<file path="src/rtl/keypad_scanner.sv">
// keypad_scanner: column-scanning matrix keypad controller.
// Drives one column low at a time, samples the synchronised rows at the end
// of each dwell, debounces press and release, and hands each confirmed key
// to the consumer over a valid/ready pair with an overrun pulse on drops.
module keypad_scanner #(
    parameter int ROWS         = 4,
    parameter int COLS         = 4,
    parameter int SCAN_DIV     = 16,
    parameter int DEBOUNCE_CNT = 4,
    parameter int HEX_MAP      = 1,
    localparam int CW          = ($clog2(ROWS * COLS) > 1) ? $clog2(ROWS * COLS) : 1
) (
    input  logic            clock,
    input  logic            reset_n,
    input  logic [ROWS-1:0] row_in,
    output logic [COLS-1:0] col_drive,
    output logic [CW-1:0]   key_code,
    output logic            key_valid,
    input  logic            key_ready,
    output logic            overrun
);

    localparam int RW = ($clog2(ROWS) > 0) ? $clog2(ROWS) : 1;
    localparam int CLW = ($clog2(COLS) > 0) ? $clog2(COLS) : 1;
    localparam int DW = ($clog2(SCAN_DIV) > 0) ? $clog2(SCAN_DIV) : 1;

    // The hex-style mapping only makes sense for the classic 4x4 pad.
    if (HEX_MAP != 0 && (ROWS != 4 || COLS != 4)) begin : gHexMapCheck
        $error("keypad_scanner: HEX_MAP=1 requires ROWS=4 and COLS=4");
    end

    typedef enum logic [1:0] {
        SCAN     = 2'd0,
        DEBOUNCE = 2'd1,
        HELD     = 2'd2
    } state_t;

    state_t          state_q, state_d;
    logic [ROWS-1:0] rowMeta_q, rowSync_q;
    logic [DW-1:0]   divCnt_q, divCnt_d;
    logic [CLW-1:0]  colIdx_q, colIdx_d;
    logic [RW-1:0]   rowIdx_q, rowIdx_d;
    logic [7:0]      matchCnt_q, matchCnt_d;
    logic [7:0]      relCnt_q, relCnt_d;
    logic [COLS-1:0] colDrive_q, colDrive_d;
    logic [CW-1:0]   keyCode_q, keyCode_d;
    logic            keyValid_q, keyValid_d;
    logic            overrun_q, overrun_d;

    logic            sample;
    logic            anyLow;
    logic [RW-1:0]   lowRow;
    logic            capturedLow;
    logic [CLW-1:0]  colNext;
    logic            emit;
    logic [CW-1:0]   newCode;
    logic            matchDone;
    logic            releaseDone;

    // Two-flop synchroniser for the asynchronous row lines; idles released (high).
    always_ff @(posedge clock or negedge reset_n) begin
        if (!reset_n) begin
            rowMeta_q <= '1;
            rowSync_q <= '1;
        end else begin
            rowMeta_q <= row_in;
            rowSync_q <= rowMeta_q;
        end
    end

    assign sample      = (divCnt_q == DW'(SCAN_DIV - 1));
    assign colNext     = (colIdx_q == CLW'(COLS - 1)) ? '0 : colIdx_q + 1'b1;
    assign capturedLow = ~rowSync_q[rowIdx_q];
    assign matchDone   = ({1'b0, matchCnt_q} + 9'd1) == 9'(DEBOUNCE_CNT);
    assign releaseDone = ({1'b0, relCnt_q} + 9'd1) == 9'(DEBOUNCE_CNT);

    // Free-running dwell counter; the sample point is its last count.
    always_comb begin
        divCnt_d = sample ? '0 : divCnt_q + 1'b1;
    end

    // Lowest-index low row wins when several rows are pressed in one column.
    always_comb begin
        anyLow = 1'b0;
        lowRow = '0;
        for (int i = ROWS - 1; i >= 0; i--) begin
            if (!rowSync_q[i]) begin
                anyLow = 1'b1;
                lowRow = RW'(i);
            end
        end
    end

    // Encode the captured row/column into the delivered key code.
    always_comb begin
        int unsigned lin;
        lin = int'(rowIdx_q) * COLS + int'(colIdx_q);
        if (HEX_MAP != 0) begin
            newCode = CW'((lin + 1) % 16);
        end else begin
            newCode = CW'(lin);
        end
    end

    // Scan / debounce / held sequencing, evaluated only at sample points.
    always_comb begin
        state_d    = state_q;
        colIdx_d   = colIdx_q;
        rowIdx_d   = rowIdx_q;
        matchCnt_d = matchCnt_q;
        relCnt_d   = relCnt_q;
        emit       = 1'b0;
        case (state_q)
            SCAN: begin
                if (sample) begin
                    if (anyLow) begin
                        rowIdx_d   = lowRow;
                        matchCnt_d = '0;
                        state_d    = DEBOUNCE;
                    end else begin
                        colIdx_d = colNext;
                    end
                end
            end
            DEBOUNCE: begin
                if (sample) begin
                    if (capturedLow) begin
                        if (matchDone) begin
                            emit       = 1'b1;
                            matchCnt_d = '0;
                            relCnt_d   = '0;
                            state_d    = HELD;
                        end else begin
                            matchCnt_d = matchCnt_q + 1'b1;
                        end
                    end else begin
                        matchCnt_d = '0;
                        colIdx_d   = colNext;
                        state_d    = SCAN;
                    end
                end
            end
            HELD: begin
                if (sample) begin
                    if (!capturedLow) begin
                        if (releaseDone) begin
                            relCnt_d = '0;
                            colIdx_d = colNext;
                            state_d  = SCAN;
                        end else begin
                            relCnt_d = relCnt_q + 1'b1;
                        end
                    end else begin
                        relCnt_d = '0;
                    end
                end
            end
            default: begin
                state_d    = SCAN;
                colIdx_d   = '0;
                matchCnt_d = '0;
                relCnt_d   = '0;
            end
        endcase
    end

    // Column drive follows the next column index so the pins are registered.
    always_comb begin
        colDrive_d = ~(COLS'(1) << colIdx_d);
    end

    // Output handshake: load on a free slot, otherwise keep the old key and flag overrun.
    always_comb begin
        keyCode_d  = keyCode_q;
        keyValid_d = keyValid_q;
        overrun_d  = 1'b0;
        if (emit) begin
            if (!keyValid_q || key_ready) begin
                keyCode_d  = newCode;
                keyValid_d = 1'b1;
            end else begin
                overrun_d = 1'b1;
            end
        end else if (keyValid_q && key_ready) begin
            keyValid_d = 1'b0;
        end
    end

    // State and datapath registers, all returning to idle-scan values on reset.
    always_ff @(posedge clock or negedge reset_n) begin
        if (!reset_n) begin
            state_q    <= SCAN;
            divCnt_q   <= '0;
            colIdx_q   <= '0;
            rowIdx_q   <= '0;
            matchCnt_q <= '0;
            relCnt_q   <= '0;
            colDrive_q <= ~(COLS'(1));
            keyCode_q  <= '0;
            keyValid_q <= 1'b0;
            overrun_q  <= 1'b0;
        end else begin
            state_q    <= state_d;
            divCnt_q   <= divCnt_d;
            colIdx_q   <= colIdx_d;
            rowIdx_q   <= rowIdx_d;
            matchCnt_q <= matchCnt_d;
            relCnt_q   <= relCnt_d;
            colDrive_q <= colDrive_d;
            keyCode_q  <= keyCode_d;
            keyValid_q <= keyValid_d;
            overrun_q  <= overrun_d;
        end
    end

    assign col_drive = colDrive_q;
    assign key_code  = keyCode_q;
    assign key_valid = keyValid_q;
    assign overrun   = overrun_q;

endmodule

</file>
<file path="config.mk">
export PLATFORM = sky130hd
export DESIGN_NAME = keypad_scanner
export DESIGN_NICKNAME = d
export VERILOG_FILES = /design/src/rtl/keypad_scanner.sv
export SDC_FILE = /design/constraint.sdc
export NUM_CORES = 1
export LEC_CHECK = 0
export ABC_AREA = 1
export CAP_MARGIN = 20
export CORE_UTILIZATION = 53
export DETAILED_ROUTE_END_ITERATION = 12
export PLACE_DENSITY = 0.87
export SETUP_SLACK_MARGIN = 0.2
export SYNTH_ARGS = -nofsm -noshare
export SYNTH_HDL_FRONTEND = slang
export SYNTH_SLANG_ARGS = --single-unit
</file>
<file path="constraint.sdc">
create_clock -name clock -period 1.7 [get_ports clock]
set_clock_uncertainty 0.2 [all_clocks]
set_input_delay 0.51 -clock clock [delete_from_list [all_inputs] [get_ports clock]]
set_output_delay 0.51 -clock clock [all_outputs]
set_load 0.01 [all_outputs]
</file>
# Word-level counts from Yosys, hierarchy flattened
# Cells that the tools add are included.
dict set report word_totals {
  output_inout_bits 10
  reg_bits 44
  input_bits 7
}
dict set report classes {
  order_cmp 1
  shifts 1
  n_eq_ne 16
  bitwise_logic 3
  reduce_logical 11
  n_mux 51
  n_addsub 8
}
# cell n
set op_table {}
lappend op_table {{8-bit two-way mux} 11}
lappend op_table {{8-bit case mux with 3 select lines} 2}
lappend op_table {{2-bit two-way mux} 20}
lappend op_table {{8-bit by 1-bit adder with 9-bit output, second input constant} 2}
lappend op_table {{9-bit by 3-bit == test with 1-bit output, second input constant} 2}
lappend op_table {{8-bit by 1-bit adder with 8-bit output, second input constant} 2}
lappend op_table {{2-bit != test, second input constant} 8}
lappend op_table {{1-bit two-way mux} 14}
lappend op_table {{2-bit case mux with 3 select lines} 2}
lappend op_table {{4-bit by 1-bit adder with 4-bit output, second input constant} 2}
lappend op_table {{7-bit AND reduction} 1}
lappend op_table {{5-bit AND reduction} 1}
lappend op_table {{4-bit by 2-bit adder with 4-bit output} 1}
lappend op_table {{2-bit == test, second input constant} 2}
lappend op_table {{4-bit == test, second input constant} 1}
lappend op_table {{4-bit two-way mux} 1}
lappend op_table {{4-bit inverter} 1}
lappend op_table {{2-bit AND reduction} 2}
lappend op_table {{4-bit AND reduction} 1}
lappend op_table {{1-bit by 2-bit << shifter with 4-bit output, first input constant} 1}
lappend op_table {{2-bit by 3-bit < comparator with 1-bit output, second input constant} 1}
lappend op_table {{3-bit != test, second input constant} 1}
lappend op_table {{3-bit AND reduction} 1}
lappend op_table {{2-bit by 1-bit adder with 2-bit output, second input constant} 1}
lappend op_table {{9 further kinds} 10}

# Logic depth before layout (Yosys ltp)
dict set report logic_depth {
  word_depth 9
  depth_mapped 13
  mapped_depth_nobuf 13
}

# Worst setup path after synthesis
# OpenSTA, ideal clock, no wires.
dict set report synth_timing {
  path_type {register to register}
  start {register matchCnt_q[0]}
  end {register relCnt_q[2]}
  t_arrival_ns 1.535
  setup_time_ns 0.116
  setup_slack_ns -0.151
  t_required_ns 1.384
  synth_period_minus_slack_ns 1.851
  stages_incl_launch_ff 12
  n_path_buf 0
  path_cell_list {dfrtp_1 > ha_1 > nand2_1 > nand2_1 > nor2_4 > nand2_2 > nor2_4 > nand3_4 > nand2_4 > nand2_4 > nand2_1 > nand2_1}
}
dict set report synth_via {
  elab_chain_len 4
}
# item line_no
set synth_rtl {}
lappend synth_rtl {{start, declared} 43} ;# logic [7:0] matchCnt_q, matchCnt_d;
lappend synth_rtl {{start signal, assigned} 207} ;# matchCnt_q <= matchCnt_d;
lappend synth_rtl {{8-bit by 1-bit adder with 9-bit output} 74} ;# assign matchDone = ({1'b0, matchCnt_q} + 9'd1) == 9'(DEBOUNCE_CNT);
lappend synth_rtl {{9-bit by 3-bit == test with 1-bit output} 74}
lappend synth_rtl {{2-bit != test (no line)} --}
lappend synth_rtl {{5-bit AND reduction (no line)} --}
lappend synth_rtl {{end signal, assigned} 208} ;# relCnt_q <= relCnt_d;
lappend synth_rtl {{end, declared} 44} ;# logic [7:0] relCnt_q, relCnt_d;
# Every way passes these cells.
# A chain may end at the register's enable or synchronous reset.

# Final worst setup path
dict set report layout_timing {
  start {register matchCnt_q[1]}
  end {register relCnt_q[7]}
}
# The elaborated chain is that of the path after synthesis.

==> impl_results.md <==
* First-pass GRT wire length at 10810 microns
* Buffers and inverters on the worst path at 0
* Most common cell after layout, fill and taps aside: nand2_1
* Die Y at 69.89 microns
* Die Area at 4884 sq um
* Met2 routed WL at 3657 microns
* Post-Place Worst Slack at -269.2 ps
* Share of power burned in registers at 0.363
* Clk pin slew, worst setup/hold paths at 90 ps
* Max-cap violations at 0
* Gr ovfl total at 0
* Min setup slack post-route at -390.5 ps
* Syn Area/Cell at around 8.0 sq um
* Clock sinks at 44
* Crit-path cells: ha_4, nand3_4, o21bai_4, nand3_2, nor2_4, nand3_4, nand2_8, nand2_8, nand2_2, nand2_1
* Fillers at approximately 240
* Clock share of power at 0.221
* Drt first-iter violations at 286
* Final nets at 391
* Delay-heaviest family, CP: simple AND/OR/NAND/NOR gates
* Final Power at between 0.003 and 0.004 W
* Drc violations at 0
* Crit-path max cell delay at roughly 460 ps
* Clock buffer depth at 2
* Detailed-route wire length at 7180 microns
* Slew Limit Headroom at 0.7603
* Synthesis Warnings at 0
* Syn Std Cell Area at approximately 2400 sq um
* Critical path peak fanout at 8
* Clk root buf: clkbuf_8
* CTS buffer count at 5
* Drt pass-1 iters at 5
* Int Pwr at between 0.002 and 0.0025 W
* Critical Path AT at a little over 2000 ps
* Antenna fix cells at 0
* Worst hold path class: register to register
* Buffers on Ports at 16
* Initial Util at 0.5571
* Vias in the first global route at 2428
* Unique masters post-synth at 31
* Fin crit period at 2090 ps
* Period utilization at 1.230
* Area occupied by multi-input gates at around 1400 sq um
* Critical path class: register to register
* H-Tree Depth at 2
* Commonest cells after routing, fill and taps aside: nand2_1, buf_4, inv_1, dfrtp_1, nand3_1
* Sw power at 0.001451 W
* CTS tree: yes
* Io pins at 17
* Status: finished with violations
* Worst Max-Slew Pin Slew at 359.2 ps
* Largest net degree at the start of global routing at 45
* Area Overhead vs Synth at 40.93%
* #FFs+latches synth at 44
* Register Area at 1120 sq um
* CP Data Required Time at 1680 ps
* Post-DP HPWL at 4103 microns
* Core Area at 4384 sq um
* Cell Rows at 24
* Layout cells sized above 1 at 0.4447
* Critical Path Start Type: register
* Leak at 1.646 nW
* Metal3 WL at 430 microns
* # setup viols final at 29
* Slew Limit Fails at 0
* Routed wire per std cell at 16.62 microns
* VDD IR max at around 0.00067 V
* Sequential fraction of the synthesis area at 0.4565
* Unrepaired setup endpoints after global routing: yes
* Switch share at 0.3957
* DR vias at 2467
* Initial antenna violation count at 0
* Gpl congestion at 0.8829
* Combinational share of power at 0.416
* Final hold violations at 0
* Post-synth net total at 317
* Highest routed layer: met4
* Failing checks: setup timing
* Vias per cell at about 5.7
* Post-route ant nets at 0
* Die X at ~70 microns
* CP endpoint kind: register
* GRT Util Overall at 0.2789
* Wl on met1 at 2775 microns
* PD cells at 1066 nW/um^2
* Mapped Cells at 305
* Fmax at 478.4 MHz
* Clk Latency, worst-skew pair at 300 ps
* Worst hold slack at 155.7 ps
* Slowest cell on the critical path: dfrtp_2
[registers in the layout, summed over array words and instances, names as in the netlist]
signal / flops
key_code: 4
rowSync_q: 4
rowIdx_q: 2
rowMeta_q: 4
relCnt_q: 8
matchCnt_q: 8
divCnt_q: 4
colIdx_q: 2
key_valid: 1
state_q: 2
col_drive: 4
overrun: 1
[synth_stat cells, drive strengths merged]
cell | number | share of area
o22ai | 3 | 0.0077
nand3 | 29 | 0.067
o21ai | 15 | 0.031
inv | 39 | 0.060
dfstp | 11 | 0.12
nor3 | 6 | 0.012
dfrtp | 33 | 0.34
nand3b | 1 | 0.0031
xnor2 | 1 | 0.0036
a21oi | 6 | 0.017
o211ai | 1 | 0.0031
nand4 | 2 | 0.011
nor2 | 33 | 0.075
nand2 | 111 | 0.20
ha | 5 | 0.026
xor2 | 5 | 0.018
or2 | 1 | 0.0026
o21bai | 1 | 0.0046
a31oi | 1 | 0.0026
a211oi | 1 | 0.0031
[power by group through the flow]
stage / clock, W / combinational (W) / sequential, W
2_1_floorplan: 0 / 0.000745 / 0.00134
3_3_place_gp: 0 / 0.00119 / 0.00132
3_5_place_dp: 0 / 0.00122 / 0.00133
4_1_cts: 0.000803 / 0.00133 / 0.00132
5_1_grt: 0.000870 / 0.00164 / 0.00134
6_report: 0.000810 / 0.00152 / 0.00133
[worst paths after layout]
path	to	slack, ps	from	cells after the start
setup / recovery	relCnt_q[7]	-390	matchCnt_q[1]	10
hold / removal	rowSync_q[1]	160	rowMeta_q[1]	0
setup reg to reg	relCnt_q[7]	-390	matchCnt_q[1]	10
hold reg to reg	rowSync_q[1]	160	rowMeta_q[1]	0
max in group asynchronous	col_drive[2]	470	reset_n	3
min in group asynchronous	divCnt_q[1]	550	reset_n	3
[per-layer routing]
metal | vias up | GRT usage
met2 | 136 | 0.5043
met4 | 0 | 0.1222
met3 | 44 | 0.04473
met1 | 1172 | 0.3238
met5 | - | 0
li1 | 1115 | -
[what timing repair did]
action	CTS	global route
endpoints found under the hold margin	26	0
hold buffers	1	0
buffers inserted	8	6
setup endpoints to repair	43	43
resized for setup	83	30
pin swaps	21	14
[stage by stage]
stage	instance area [sq um]	cells	setup TNS, ps	utilization
final	3442	432	-6739	0.7851
after global routing	3442	432	-8975	0.7851
after CTS	3272	426	-3244	0.7463
after detailed placement	2997	409	-4920	0.6835
after global placement	2997	409	-1937	0.6835
after floorplan	2494	305	-849.3	-
[worst reg2reg max path, delay by kind of cell, from the launching register on]
family / cells / cell delay [ps]
flops: 1 / 460
compound gates: 1 / 150
fa+ha+maj: 1 / 210
simple gates: 8 / 950
[logic make-up after synthesis]
kind of cell	synth area share
AND/OR/NAND/NOR	0.3678
flip-flops	0.4565
AO/OA/AOI/OAI	0.06865
XOR/XNOR	0.02152
buffers and inverters	0.05994
adder cells (fa/ha/maj)	0.02561
[layout make-up]
| type | count | share of cell area |
|---|---|---|
| inverters | 39 | 0.04326 |
| multi-input cells | 222 | 0.4191 |
| clock buffers | 5 | 0.01999 |
| clock inverters | 3 | 0.01236 |
| well taps | 52 | 0.01890 |
| flip-flops and latches | 44 | 0.3253 |
| repair buffers | 67 | 0.1610 |
Power figures use the tool's default switching activity.
